**config.mk**
```make
export PLATFORM = sky130hd
export DESIGN_NAME = pulse_symbol_sequencer_flat
export DESIGN_NICKNAME = d
export VERILOG_FILES = /design/src/rtl/pulse_symbol_sequencer_pkg.sv /design/src/rtl/pulse_symbol_sequencer_if.sv /design/src/rtl/pulse_symbol_sequencer_store.sv /design/src/rtl/pulse_symbol_sequencer.sv /design/src/flat_wrapper.sv
export SDC_FILE = /design/constraint.sdc
export NUM_CORES = 1
export LEC_CHECK = 0
export ABC_AREA = 1
export CAP_MARGIN = 40
export CORE_AREA = 2 2 96 98
export CTS_BUF_LIST = sky130_fd_sc_hd__clkbuf_8 sky130_fd_sc_hd__clkbuf_16
export DETAILED_ROUTE_END_ITERATION = 10
export DIE_AREA = 0 0 98 100
export GPL_TIMING_DRIVEN = 0
export PLACE_DENSITY_LB_ADDON = 0.15
export SKIP_CTS_REPAIR_TIMING = 1
export SLEW_MARGIN = 20
export SYNTH_ARGS = -nofsm -noshare
export SYNTH_HDL_FRONTEND = slang
export SYNTH_SLANG_ARGS = --single-unit
```
**constraint.sdc**
```tcl
create_clock -name clk -period 2.7 [get_ports clk]
set_input_delay 0.54 -clock clk [delete_from_list [all_inputs] [get_ports clk]]
set_output_delay 0.54 -clock clk [all_outputs]
set_load 0.02 [all_outputs]
```
**src/rtl/pulse_symbol_sequencer_pkg.sv**
```systemverilog
// Shared definitions for the pulse symbol sequencer: default sizes and FSM state encoding.
package pulse_symbol_sequencer_pkg;

  localparam int DEF_TIMER_WIDTH = 8;
  localparam int DEF_DEPTH       = 8;
  localparam int DEF_LOOP_WIDTH  = 8;

  typedef enum logic [1:0] {
    ST_IDLE    = 2'd0,
    ST_LOAD    = 2'd1,
    ST_WAIT    = 2'd2,
    ST_ADVANCE = 2'd3
  } state_t;

  // Level bit plus duration.
  function automatic int sym_width(input int timer_width);
    return 1 + timer_width;
  endfunction

endpackage

```
**src/rtl/pulse_symbol_sequencer_if.sv**
```systemverilog
// Host, control and timer signals of the pulse symbol sequencer, bundled as one interface.
interface pulse_symbol_sequencer_if #(
  parameter int TIMER_WIDTH = 8,
  parameter int DEPTH       = 8,
  parameter int LOOP_WIDTH  = 8
);
  localparam int AW = $clog2(DEPTH);

  logic                   wr_en;
  logic [AW-1:0]          wr_addr;
  logic                   wr_level;
  logic [TIMER_WIDTH-1:0] wr_duration;
  logic [AW:0]            seq_len;
  logic [LOOP_WIDTH-1:0]  loop_count;
  logic                   idle_level;
  logic                   start;
  logic                   stop;
  logic                   tim_done;
  logic                   tim_trig;
  logic [TIMER_WIDTH-1:0] tim_duration;
  logic                   pulse_out;
  logic                   busy;
  logic                   done_pulse;
  logic                   wr_err;

  modport master (
    output wr_en, wr_addr, wr_level, wr_duration, seq_len, loop_count,
           idle_level, start, stop, tim_done,
    input  tim_trig, tim_duration, pulse_out, busy, done_pulse, wr_err
  );

  modport slave (
    input  wr_en, wr_addr, wr_level, wr_duration, seq_len, loop_count,
           idle_level, start, stop, tim_done,
    output tim_trig, tim_duration, pulse_out, busy, done_pulse, wr_err
  );

endinterface

```
**src/rtl/pulse_symbol_sequencer_store.sv**
```systemverilog
// Symbol register file: one write port, one combinational read port, no reset.
module pulse_symbol_sequencer_store #(
  parameter int DEPTH = 8,
  parameter int W     = 9
) (
  input  logic                     clk,
  input  logic                     i_we,
  input  logic [$clog2(DEPTH)-1:0] i_waddr,
  input  logic [W-1:0]             i_wdata,
  input  logic [$clog2(DEPTH)-1:0] i_raddr,
  output logic [W-1:0]             o_rdata
);

  logic [W-1:0] r_mem [DEPTH];

  always_ff @(posedge clk) begin
    if (i_we) r_mem[i_waddr] <= i_wdata;
  end

  assign o_rdata = r_mem[i_raddr];

endmodule

```
**src/rtl/pulse_symbol_sequencer.sv**
```systemverilog
// Plays a stored list of (level, duration) symbols on pulse_out by driving an external timer,
// repeating the list loop_count times (0 = until stop).
module pulse_symbol_sequencer
  import pulse_symbol_sequencer_pkg::*;
#(
  parameter int TIMER_WIDTH = DEF_TIMER_WIDTH,
  parameter int DEPTH       = DEF_DEPTH,
  parameter int LOOP_WIDTH  = DEF_LOOP_WIDTH
) (
  input logic                     clk,
  input logic                     sys_rst,
  pulse_symbol_sequencer_if.slave bus
);

  localparam int AW = $clog2(DEPTH);
  localparam int SW = sym_width(TIMER_WIDTH);

  state_t                 r_state;
  logic [AW-1:0]          r_idx;
  logic [LOOP_WIDTH-1:0]  r_loops;
  logic                   r_trig;
  logic [TIMER_WIDTH-1:0] r_dur;
  logic                   r_pulse;
  logic                   r_done;
  logic                   r_wr_err;

  logic [AW:0]            w_eff_len;
  logic                   w_last;
  logic                   w_we;
  logic [SW-1:0]          w_rdata;
  logic                   w_rd_level;
  logic [TIMER_WIDTH-1:0] w_rd_dur;

  assign w_eff_len = (bus.seq_len > (AW+1)'(DEPTH)) ? (AW+1)'(DEPTH) : bus.seq_len;
  assign w_last    = ({1'b0, r_idx} == w_eff_len - 1'b1);
  assign w_we      = bus.wr_en && (r_state == ST_IDLE);

  pulse_symbol_sequencer_store #(
    .DEPTH (DEPTH),
    .W     (SW)
  ) u_store (
    .clk     (clk),
    .i_we    (w_we),
    .i_waddr (bus.wr_addr),
    .i_wdata ({bus.wr_level, bus.wr_duration}),
    .i_raddr (r_idx),
    .o_rdata (w_rdata)
  );

  assign {w_rd_level, w_rd_dur} = w_rdata;

  always_ff @(posedge clk) begin
    if (sys_rst) begin
      r_state  <= ST_IDLE;
      r_idx    <= '0;
      r_loops  <= '0;
      r_trig   <= 1'b0;
      r_dur    <= '0;
      r_pulse  <= 1'b0;
      r_done   <= 1'b0;
      r_wr_err <= 1'b0;
    end else begin
      r_done   <= 1'b0;
      r_wr_err <= bus.wr_en && (r_state != ST_IDLE);
      if (bus.stop) begin
        r_state <= ST_IDLE;
        r_trig  <= 1'b0;
        r_pulse <= bus.idle_level;
      end else begin
        case (r_state)
          ST_IDLE: begin
            r_pulse <= bus.idle_level;
            if (bus.start && (w_eff_len != '0)) begin
              r_idx   <= '0;
              r_loops <= bus.loop_count;
              r_state <= ST_LOAD;
            end
          end
          ST_LOAD: begin
            if (w_rd_dur == '0) begin
              r_state <= ST_ADVANCE;
            end else begin
              r_pulse <= w_rd_level;
              r_dur   <= w_rd_dur;
              r_trig  <= 1'b1;
              r_state <= ST_WAIT;
            end
          end
          ST_WAIT: begin
            r_trig <= 1'b0;
            if (bus.tim_done) r_state <= ST_ADVANCE;
          end
          ST_ADVANCE: begin
            if (w_last) begin
              // r_loops==0 only when the run started with loop_count==0: play until stop.
              if ((r_loops == '0) || (r_loops > LOOP_WIDTH'(1))) begin
                if (r_loops != '0) r_loops <= r_loops - 1'b1;
                r_idx   <= '0;
                r_state <= ST_LOAD;
              end else begin
                r_done  <= 1'b1;
                r_state <= ST_IDLE;
              end
            end else begin
              r_idx   <= r_idx + 1'b1;
              r_state <= ST_LOAD;
            end
          end
          default: r_state <= ST_IDLE;
        endcase
      end
    end
  end

  assign bus.tim_trig     = r_trig;
  assign bus.tim_duration = r_dur;
  assign bus.pulse_out    = r_pulse;
  assign bus.busy         = (r_state != ST_IDLE);
  assign bus.done_pulse   = r_done;
  assign bus.wr_err       = r_wr_err;

endmodule

```
**src/flat_wrapper.sv**
```systemverilog
// flat-port wrapper written by rule: the top's interface ports become plain ports
module pulse_symbol_sequencer_flat import pulse_symbol_sequencer_pkg::*;
#(
  parameter int TIMER_WIDTH = DEF_TIMER_WIDTH,
  parameter int DEPTH       = DEF_DEPTH,
  parameter int LOOP_WIDTH  = DEF_LOOP_WIDTH
)
  (clk, sys_rst, bus_wr_en, bus_wr_addr, bus_wr_level, bus_wr_duration, bus_seq_len, bus_loop_count, bus_idle_level, bus_start, bus_stop, bus_tim_done, bus_tim_trig, bus_tim_duration, bus_pulse_out, bus_busy, bus_done_pulse, bus_wr_err);
  pulse_symbol_sequencer_if #(.TIMER_WIDTH(TIMER_WIDTH), .DEPTH(DEPTH), .LOOP_WIDTH(LOOP_WIDTH)) bus_i ();
  input logic clk;
  input logic sys_rst;
  input wire logic [$bits(bus_i.wr_en)-1:0] bus_wr_en;
  input wire logic [$bits(bus_i.wr_addr)-1:0] bus_wr_addr;
  input wire logic [$bits(bus_i.wr_level)-1:0] bus_wr_level;
  input wire logic [$bits(bus_i.wr_duration)-1:0] bus_wr_duration;
  input wire logic [$bits(bus_i.seq_len)-1:0] bus_seq_len;
  input wire logic [$bits(bus_i.loop_count)-1:0] bus_loop_count;
  input wire logic [$bits(bus_i.idle_level)-1:0] bus_idle_level;
  input wire logic [$bits(bus_i.start)-1:0] bus_start;
  input wire logic [$bits(bus_i.stop)-1:0] bus_stop;
  input wire logic [$bits(bus_i.tim_done)-1:0] bus_tim_done;
  output wire logic [$bits(bus_i.tim_trig)-1:0] bus_tim_trig;
  output wire logic [$bits(bus_i.tim_duration)-1:0] bus_tim_duration;
  output wire logic [$bits(bus_i.pulse_out)-1:0] bus_pulse_out;
  output wire logic [$bits(bus_i.busy)-1:0] bus_busy;
  output wire logic [$bits(bus_i.done_pulse)-1:0] bus_done_pulse;
  output wire logic [$bits(bus_i.wr_err)-1:0] bus_wr_err;
  assign bus_i.wr_en = bus_wr_en;
  assign bus_i.wr_addr = bus_wr_addr;
  assign bus_i.wr_level = bus_wr_level;
  assign bus_i.wr_duration = bus_wr_duration;
  assign bus_i.seq_len = bus_seq_len;
  assign bus_i.loop_count = bus_loop_count;
  assign bus_i.idle_level = bus_idle_level;
  assign bus_i.start = bus_start;
  assign bus_i.stop = bus_stop;
  assign bus_i.tim_done = bus_tim_done;
  assign bus_tim_trig = bus_i.tim_trig;
  assign bus_tim_duration = bus_i.tim_duration;
  assign bus_pulse_out = bus_i.pulse_out;
  assign bus_busy = bus_i.busy;
  assign bus_done_pulse = bus_i.done_pulse;
  assign bus_wr_err = bus_i.wr_err;
  pulse_symbol_sequencer #(.TIMER_WIDTH(TIMER_WIDTH), .DEPTH(DEPTH), .LOOP_WIDTH(LOOP_WIDTH)) u_core (.clk(clk), .sys_rst(sys_rst), .bus(bus_i));
endmodule
```
After elaboration in Yosys (flattened, before gate mapping):

Memories as Yosys holds them, arrays and structs flattened. A register that Yosys moved wholly into a read port is not among the register bits.
Index checks and enable logic that the tools add are counted.

* register bits after elaboration: 25
* bits in writable memories: 72
* input port bits: 31
* output and inout port bits: 13
* logic and storage cells: 77
* memories: 1

Memories
* u_core.u_store.r_mem: words 8, bits a word 9, read ports 1, clocked after Yosys merged registers in 1, write ports 1, RTL line pulse_symbol_sequencer_store.sv:14 `logic [W-1:0] r_mem [DEPTH];`

* add/subtract/negate cells: 3
* $lt $le $gt $ge: 2
* eq/ne operators: 12
* muxes and demuxes: 26
* bitwise operators: 4
* reduce and logical (&&, ||, !) cells: 21

Operators with widths (number)
* $mux W8: 4
* $logic_not A8 Y1: 2
* $pmux W8 S2: 1
* $mux W3: 5
* $mux W1: 9
* $gt A8 B1 Y1 const B: 1
* $pmux W2 S4: 1
* $reduce_bool A8 Y1: 1
* $sub A8 B1 Y8 const B: 1
* $ne A2 B1 Y1 const B: 3
* $ne A2 B2 Y1 const B: 3
* $ne A3 B3 Y1 const B: 2
* $pmux W3 S2: 1
* $reduce_and A2 Y1: 3
* $reduce_and A6 Y1: 1
* $reduce_bool A2 Y1: 3
* $eq A2 B2 Y1 const B: 2
* $eq A3 B4 Y1: 1
* $gt A4 B4 Y1 const B: 1
* $mux W2: 2
* $mux W4: 1
* $not A1 Y1: 4
* $pmux W1 S2: 2
* $reduce_and A4 Y1: 1
* 11 further kinds: 13

Depth between registers and ports, before layout:

Gate-level depths: netlist of the first run.

* depth after elaboration: 8
* mapped depth: 15

Cells and area by module:

From an unflattened synthesis of the first run, not the netlist that was laid out.

* cells, all modules: 563
* area, all modules: 4798.4 µm²

By module, submodules not included
* pulse_symbol_sequencer_store: instances 1, cells each 328, area an instance 3228.1 µm², sequential area each 2162.1 µm²
* pulse_symbol_sequencer: instances 1, cells each 235, area an instance 1570.3 µm², sequential area each 500.5 µm²

Least setup slack after synthesis of the first run:

Ideal clock, no wire load.

* path kind: input-to-reg
* from: input bus_seq_len[3]
* to: register u_core.r_loops[6]
* library setup time: 113 ps
* arrival time: 1911 ps
* data required time: 2587 ps
* slack: 676 ps
* stages: 11
* path buffers: 1
* cells stage by stage: inv_1 -> nand2_2 -> ha_1 -> xnor2_1 -> nor2_1 -> nand3_1 -> nand2_1 -> nand3_2 -> buf_2 -> nor2_1 -> nor2_1

* cells in the longest elaborated chain, start to end: 6

Ends and longest elaborated chain
* from (decl): RTL line flat_wrapper.sv:16 `input wire logic [$bits(bus_i.seq_len)-1:0] bus_seq_len;`
* $gt A4 B4 Y1: RTL line pulse_symbol_sequencer.sv:34 `assign w_eff_len = (bus.seq_len > (AW+1)'(DEPTH)) ? (AW+1)'(DEPTH) : bus.seq_len;`
* $mux W4 (*): RTL line pulse_symbol_sequencer.sv:34
* $sub A4 B1 Y4 or $reduce_bool A4 Y1 (tied branches): RTL line pulse_symbol_sequencer.sv:35, pulse_symbol_sequencer.sv:73
* $eq A3 B4 Y1 or $logic_and A1 B1 Y1 (tied branches): RTL line pulse_symbol_sequencer.sv:35, pulse_symbol_sequencer.sv:73
* $ne A2 B1 Y1 (no source line) or $ne A2 B2 Y1 (tied branches)
* $reduce_and A6 Y1 (no source line) (*)
* to (signal assigned): RTL line pulse_symbol_sequencer.sv:75 `r_loops <= bus.loop_count;`
* to (signal assigned): RTL line pulse_symbol_sequencer.sv:97 `if (r_loops != '0) r_loops <= r_loops - 1'b1;`
* to (decl): RTL line pulse_symbol_sequencer.sv:20 `logic [LOOP_WIDTH-1:0] r_loops;`

Mark *: on every way between the ends. The rest lies on a longest branch, timed or not.
A chain may end at the register's enable or synchronous reset.

Worst setup path in the final report of the first run:

* from: register u_core.r_state[0]
* to: output bus_busy

* cells in the longest elaborated chain, start to end: 1

Ends and longest elaborated chain
* from (decl): RTL line pulse_symbol_sequencer.sv:18 `state_t r_state;`
* from (signal assigned): RTL line pulse_symbol_sequencer.sv:54 `r_state <= ST_IDLE;`
* from (signal assigned): RTL line pulse_symbol_sequencer.sv:66 `r_state <= ST_IDLE;`
* from (signal assigned): RTL line pulse_symbol_sequencer.sv:76 `r_state <= ST_LOAD;`
* $reduce_bool A2 Y1: RTL line pulse_symbol_sequencer.sv:118 `assign bus.busy = (r_state != ST_IDLE);`
* to (decl): RTL line flat_wrapper.sv:25 `output wire logic [$bits(bus_i.busy)-1:0] bus_busy;`

Every way passes these cells.

==> results of run 1 <==
[layout by cell type (no fill, tap or decap), types with 4 or more instances in the layout]
cell type / synthesis / layout
nand2_1: 170 / 170
inv_1: 78 / 80
edfxtp_1: 72 / 72
nor2_1: 60 / 59
nand3_1: 48 / 48
clkdlybuf4s50_1: 0 / 43
dfxtp_1: 28 / 28
o21ai_0: 17 / 17
buf_4: 3 / 9
ha_1: 9 / 9
clkbuf_8: 0 / 9
nand4_1: 8 / 8
a21oi_1: 7 / 7
inv_2: 6 / 6
clkinv_1: 3 / 5
buf_2: 5 / 5
buf_6: 4 / 5
xor2_1: 4 / 4
[worst min path at each step]
| stage | from | cells after the start | end |
|---|---|---|---|
| after floorplan | u_core.r_idx[2] | 2 | register |
| after global placement | u_core.bus.tim_trig | 2 | u_core.bus.tim_trig |
| after CTS | u_core.bus.tim_trig | 2 | u_core.bus.tim_trig |
| final | u_core.bus.tim_trig | 2 | u_core.bus.tim_trig |
| after global routing | u_core.bus.tim_trig | 2 | u_core.bus.tim_trig |
| after detailed placement | u_core.bus.tim_trig | 2 | u_core.bus.tim_trig |
[power groups by stage]
stage	clock network (mW)	registers (mW)	logic, mW
global placement	0	1.76	0.510
CTS	0.845	1.72	0.531
floorplan	0	1.77	0.332
finish	0.828	1.72	0.529
detailed placement	0	1.76	0.527
global route	0.898	1.73	0.598
[per-stage QoR]
step	setup TNS [ns]	setup slack (ns)	hold WS, ns	power, mW	std cells
3_5_place_dp	-0.0917	-0.0306	0.491	2.29	703
3_3_place_gp	0	0.0136	0.492	2.27	696
6_report	0	0.316	0.511	3.08	719
2_1_floorplan	0	0.676	0.483	2.10	542
5_1_grt	0	0.0575	0.537	3.23	719
4_1_cts	0	0.291	0.515	3.10	719
[state kept, by name, summed over array words and instances, names as in the netlist, named ones only]
name,flops
u_core.u_store.r_mem,72
u_core.bus.tim_duration,8
u_core.r_loops,8
u_core.r_idx,3
u_core.r_state,2
u_core.bus.done_pulse,1
u_core.bus.pulse_out,1
u_core.bus.tim_trig,1
u_core.bus.wr_err,1
[cell type report]
cell class / count / area [sq um]
buffer: 15 / 104
clock buffer: 9 / 124
clock inverter: 7 / 36.3
fill: 749 / 3380
inverter: 88 / 335
multi-input combinational: 339 / 1570
sequential: 100 / 2720
tap: 111 / 139
timing repair buffer: 50 / 487
[worst min-delay path: stages, from the launching register on]
cell and delay (ns):
dfxtp_1 0.35, a21oi_1 0.05, nor2_1 0.08
[cell families (layout without fill, tap and decap cells)]
logic type               count (synthesis)  in the layout  synth area share
flip-flops                             100            100             0.576
AND/OR/NAND/NOR                        295            295             0.262
AO/OA/AOI/OAI                           28             28            0.0315
XOR/XNOR                                 7              7            0.0130
adder cells (fa/ha/maj)                  9              9            0.0238
buffers and inverters                  103            169            0.0930
[metal layers]
layer,global-route usage,vias to the layer above
li1,-,1835
met1,0.303,1665
met2,0.352,99
met3,0.0397,21
met4,0.103,0
met5,0,-
==> out/results.ini, run 1 <==
[yosys]
ys_async_sr_fraction=0
yosys.area.top_type_share=0.458
synth_top_flop_cell=edfxtp_1
synth.area.top_cells=edfxtp_1 46%, nand2_1 14%, dfxtp_1 12%, inv_1 6.2%, nand3_1 5.1%
yosysTopAreaCell=edfxtp_1
syn_nets=582
synth_seq_area_share=0.576
syn_area_sq_um=4720
synth.top_cells.by_count=170 x nand2_1, 78 x inv_1, 72 x edfxtp_1
postSynthAreaPerCell_sq_um=8.72
syn_inst=542
yosys_warnings=0
synth_most_common_cell=nand2_1
ys_ff_latch=100
synth-edff-count=72
ys_types=32

[drt]
dr.first_iter.drc_count=175
wl_met2_um=4790
routedWlPerCell_um=14.5
vias=3620
drc_errors=0
via_per_inst=5.03
drt-total-wl_um=10500
drt_pass1_iterations=5
met1_length_um=4750
route.antenna.remaining_nets=0
top_layer=met4
met3WireLength_um=612

[power]
intPower_mw=2.22
combPwrFrac=0.172
p_sw_frac=0.280
worst_ir_drop_vdd_mv=0.349
p_switching_mw=0.862
pwr_density_cell_nw_per_um2=559
p_leak_nw=2.44
power.share.clock=0.269
p_seq_frac=0.560

[timing]
max_slew_margin=0.542
min_period_ns=2.38
hold_violations=0
setup_viol=0
rsz0062_at_grt=false
skew_ns=0.00980
worst_pin_slew_ns=0.687
fmax_mhz=420
slew_violations=0
post-route-period-util=0.883

[global_routing]
grt_pass1_wl_um=16800
antenna_found_initial=0
track_usage=0.223
grt_max_degree=16
grt.overflow.total=0
grt_pass1_vias=3402

[setup_path]
worstPathBufferInverterCount=3
worstPathRequired_ns=2.16
arrival_ns=1.84
endpoint_kind=output pin
endpoint=bus_busy
worstReg2RegEnd=u_core.bus.tim_duration[6]
path_delay_family=buffers and inverters
critical_path_depth=4
start_kind=register
path_common_cell=inv_1
critical_path_class=reg -> out
startpoint=u_core.r_state[0]
crit_path_top_delay_cell=clkdlybuf4s50_1
reg2reg_slack_ns=0.67
slowest_delay_ns=0.61
r2r_cells=11
critPathMaxFanout=7
path_cells=inv_1 > ha_1 > inv_1 > clkdlybuf4s50_1

[floorplanning]
die_area_sq_um=9800
fp.coreArea_sq_um=8890
die_w_um=98
rows=35
die_height_um=100
initial_core_util=0.531
io_pins=44

[clocking]
cts_buffers=9
cts-root-buf=clkbuf_8
cts_buffer_depth=2
cts_sinks=100
path_clk_slew_ns=0.09
ctsHtreeMaxLevel=3
clock_latency_ns=0.36
cts_tree=done

[cells_and_area]
final_cell_area_sq_um=5510
drive_above_1_share=0.0740
synthToLayoutAreaGrowth_pct=16.7
diodes=0
fin_util=0.620
fin_nets=643

[run_status]
outcome=complete, no violations

[flow_run]
maxCapViolations=0

[place]
place.gp.congestion=0.889
dp_hpwl_um=7340
placed_area_sq_um=5350
port_buffers=43

[worst_hold_path]
hold_path.class=reg -> reg

No activity file was read; power rests on OpenSTA's default activity.
==> inputs of run 2 (changes only) <==
--- a/config.mk
+++ b/config.mk
@@ -6,6 +6,7 @@
 export NUM_CORES = 1
 export LEC_CHECK = 0
 export ABC_AREA = 1
+export ABC_CLOCK_PERIOD_IN_PS = 2700
 export CAP_MARGIN = 40
 export CORE_AREA = 2 2 96 98
 export CTS_BUF_LIST = sky130_fd_sc_hd__clkbuf_8 sky130_fd_sc_hd__clkbuf_16
@@ -14,7 +15,7 @@
 export GPL_TIMING_DRIVEN = 0
 export PLACE_DENSITY_LB_ADDON = 0.15
 export SKIP_CTS_REPAIR_TIMING = 1
-export SLEW_MARGIN = 20
+export SLEW_MARGIN = 30
 export SYNTH_ARGS = -nofsm -noshare
 export SYNTH_HDL_FRONTEND = slang
 export SYNTH_SLANG_ARGS = --single-unit
==> out/results.ini, run 2 (same netlist as run 1, synthesis figures left out) <==
[clocking]
ctsHtreeMaxLevel=3  ; unchanged
cts_buffer_depth=2  ; unchanged
cts_tree=done  ; unchanged
clock_latency_ns=0.36  ; about the same
cts_sinks=100  ; unchanged
path_clk_slew_ns=0.09  ; about the same
cts_buffers=9  ; unchanged
cts-root-buf=clkbuf_8  ; unchanged

[floorplanning]
die_height_um=100  ; unchanged
io_pins=44  ; unchanged
fp.coreArea_sq_um=8890  ; unchanged
die_area_sq_um=9800  ; unchanged
rows=35  ; unchanged
die_w_um=98  ; unchanged
initial_core_util=0.531  ; unchanged

[cells_and_area]
fin_nets=642  ; was 643
fill_cells=766  ; was 749
final_cell_area_sq_um=5530  ; was 5510 sq um
fin_util=0.622  ; was 0.620
top_register=u_core.u_store.r_mem  ; unchanged
layout_common_cells=170 x nand2_1, 78 x inv_1, 72 x edfxtp_1  ; was 170 x nand2_1, 80 x inv_1, 72 x edfxtp_1
final_common_cell=nand2_1  ; unchanged
drive_above_1_share=0.0741  ; was 0.0740
largest_reg_flops=72  ; unchanged
synthToLayoutAreaGrowth_pct=16.9  ; was 16.7%
diodes=0  ; unchanged

[drt]
dr.first_iter.drc_count=203  ; was 175
drt_pass1_iterations=4  ; was 5
vias=3637  ; was 3,620
routedWlPerCell_um=14.8  ; was 14.5 um
via_per_inst=5.07  ; was 5.03
drc_errors=0  ; unchanged
route.antenna.remaining_nets=0  ; unchanged
drt-total-wl_um=10600  ; was 10,500 um

[worst_hold_path]
min_to=u_core.bus.tim_trig  ; unchanged
hold_path.class=reg -> reg  ; unchanged
holdPathStages=2  ; unchanged
worstHoldStart=u_core.bus.tim_trig  ; unchanged

[setup_path]
reg2reg_slack_ns=0.64  ; was 0.67 ns
worstPathRequired_ns=2.16  ; about the same
worstReg2RegEnd=u_core.bus.tim_duration[6]  ; unchanged
critical_path_class=reg -> out  ; unchanged
r2r_cells=11  ; unchanged
start_kind=register  ; unchanged
arrival_ns=1.85  ; was 1.84 ns
startpoint=u_core.r_state[0]  ; unchanged
endpoint_kind=output pin  ; unchanged
critPathMaxFanout=7  ; unchanged

[power]
worst_ir_drop_vdd_mv=0.355  ; was 0.349 mV
pwr_density_cell_nw_per_um2=577  ; was 559 nW/um^2
p_leak_nw=2.44  ; unchanged

[timing]
min_period_ns=2.39  ; was 2.38 ns
worst_pin_slew_ns=0.725  ; was 0.687 ns
skew_ns=0.00727  ; was 0.00980 ns
slew_violations=0  ; unchanged
max_slew_margin=0.516  ; was 0.542
rsz0062_at_grt=false  ; unchanged
fmax_mhz=419  ; was 420 MHz
hold_violations=0  ; unchanged
post-route-period-util=0.885  ; was 0.883
setup_viol=0  ; unchanged

[flow_run]
maxCapViolations=0  ; unchanged

[run_status]
outcome=complete, no violations  ; unchanged

[place]
port_buffers=43  ; unchanged
placed_area_sq_um=5340  ; was 5350 sq um
dp_hpwl_um=7270  ; was 7340 um
place.gp.congestion=0.889  ; unchanged

[global_routing]
grt.overflow.total=0  ; unchanged
grt_max_degree=16  ; unchanged
antenna_found_initial=0  ; unchanged
grt_use_met3=0.0334  ; was 0.0397
grt_pass1_wl_um=16900  ; was 16,800 um
grt_pass1_vias=3443  ; was 3,402
grt.met2_usage=0.360  ; was 0.352
track_usage=0.223  ; about the same
busiest_layer=met2  ; unchanged
gr-usage-met1=0.303  ; about the same

run 2: cell count changes in the layout (fill, tap and decap cells not counted):
cell / before / now
buf_6: 5 / 4
clkinv_1: 5 / 7
nor2_1: 59 / 58
clkinv_4: 1 / 0
inv_1: 80 / 78
nor2_2: 1 / 2
bufinv_16: 0 / 1
clkinv_2: 0 / 1
clkinvlp_2: 1 / 0
run 2: worst max-delay path by stage:
stage          slack [ns]  depth (start not counted)                 to
2_1_floorplan        0.68                         11  u_core.r_loops[6]
6_report             0.31                          4           bus_busy
5_1_grt              0.08                         13  u_core.r_loops[5]
3_3_place_gp         0.01                         12  u_core.r_loops[6]
3_5_place_dp        -0.03                         12  u_core.r_loops[6]
4_1_cts              0.29                          4           bus_busy
run 2: metal layers:
| layer | share of wire | wire, um |
|---|---|---|
| met5 | 0 | 0 |
| met4 | 0.025 | 262 |
| met3 | 0.055 | 579 |
| met2 | 0.46 | 4890 |
| met1 | 0.46 | 4870 |
run 2: stage by stage:
| stage | TNS [ns] | hold slack [ns] | setup slack, ns | cells | total power [mW] |
|---|---|---|---|---|---|
| after global placement | 0 | 0.492 | 0.0136 | 696 | 2.27 |
| after floorplan | 0 | 0.483 | 0.676 | 542 | 2.10 |
| after CTS | 0 | 0.516 | 0.294 | 718 | 3.19 |
| after global routing | 0 | 0.537 | 0.0754 | 718 | 3.31 |
| final | 0 | 0.505 | 0.311 | 718 | 3.19 |
| after detailed placement | -0.0948 | 0.491 | -0.0320 | 702 | 2.29 |
run 2: final cells by class:
class	instances	area (sq um)	area share
Tap cell	111	139	0.0251
Sequential cell	100	2720	0.493
Clock inverter	7	57.6	0.0104
Timing Repair Buffer	49	475	0.0861
Clock buffer	9	124	0.0224
Inverter	88	335	0.0607
Multi-Input combinational cell	339	1570	0.284
Buffer	15	104	0.0188
run 2: critical path, cell delays in order (launching register included):
cell             delay (ns)
dfxtp_1                0.40
inv_1                  0.08
ha_1                   0.28
inv_1                  0.12
clkdlybuf4s50_1        0.61
run 2: report_power, final:
group          leakage [nW]  total [mW]  switching (mW)  internal [mW]
sequential            0.881        1.72          0.0270           1.70
combinational          1.47       0.530           0.332          0.198
clock                0.0892       0.932           0.517          0.415
total                  2.44        3.19           0.876           2.31
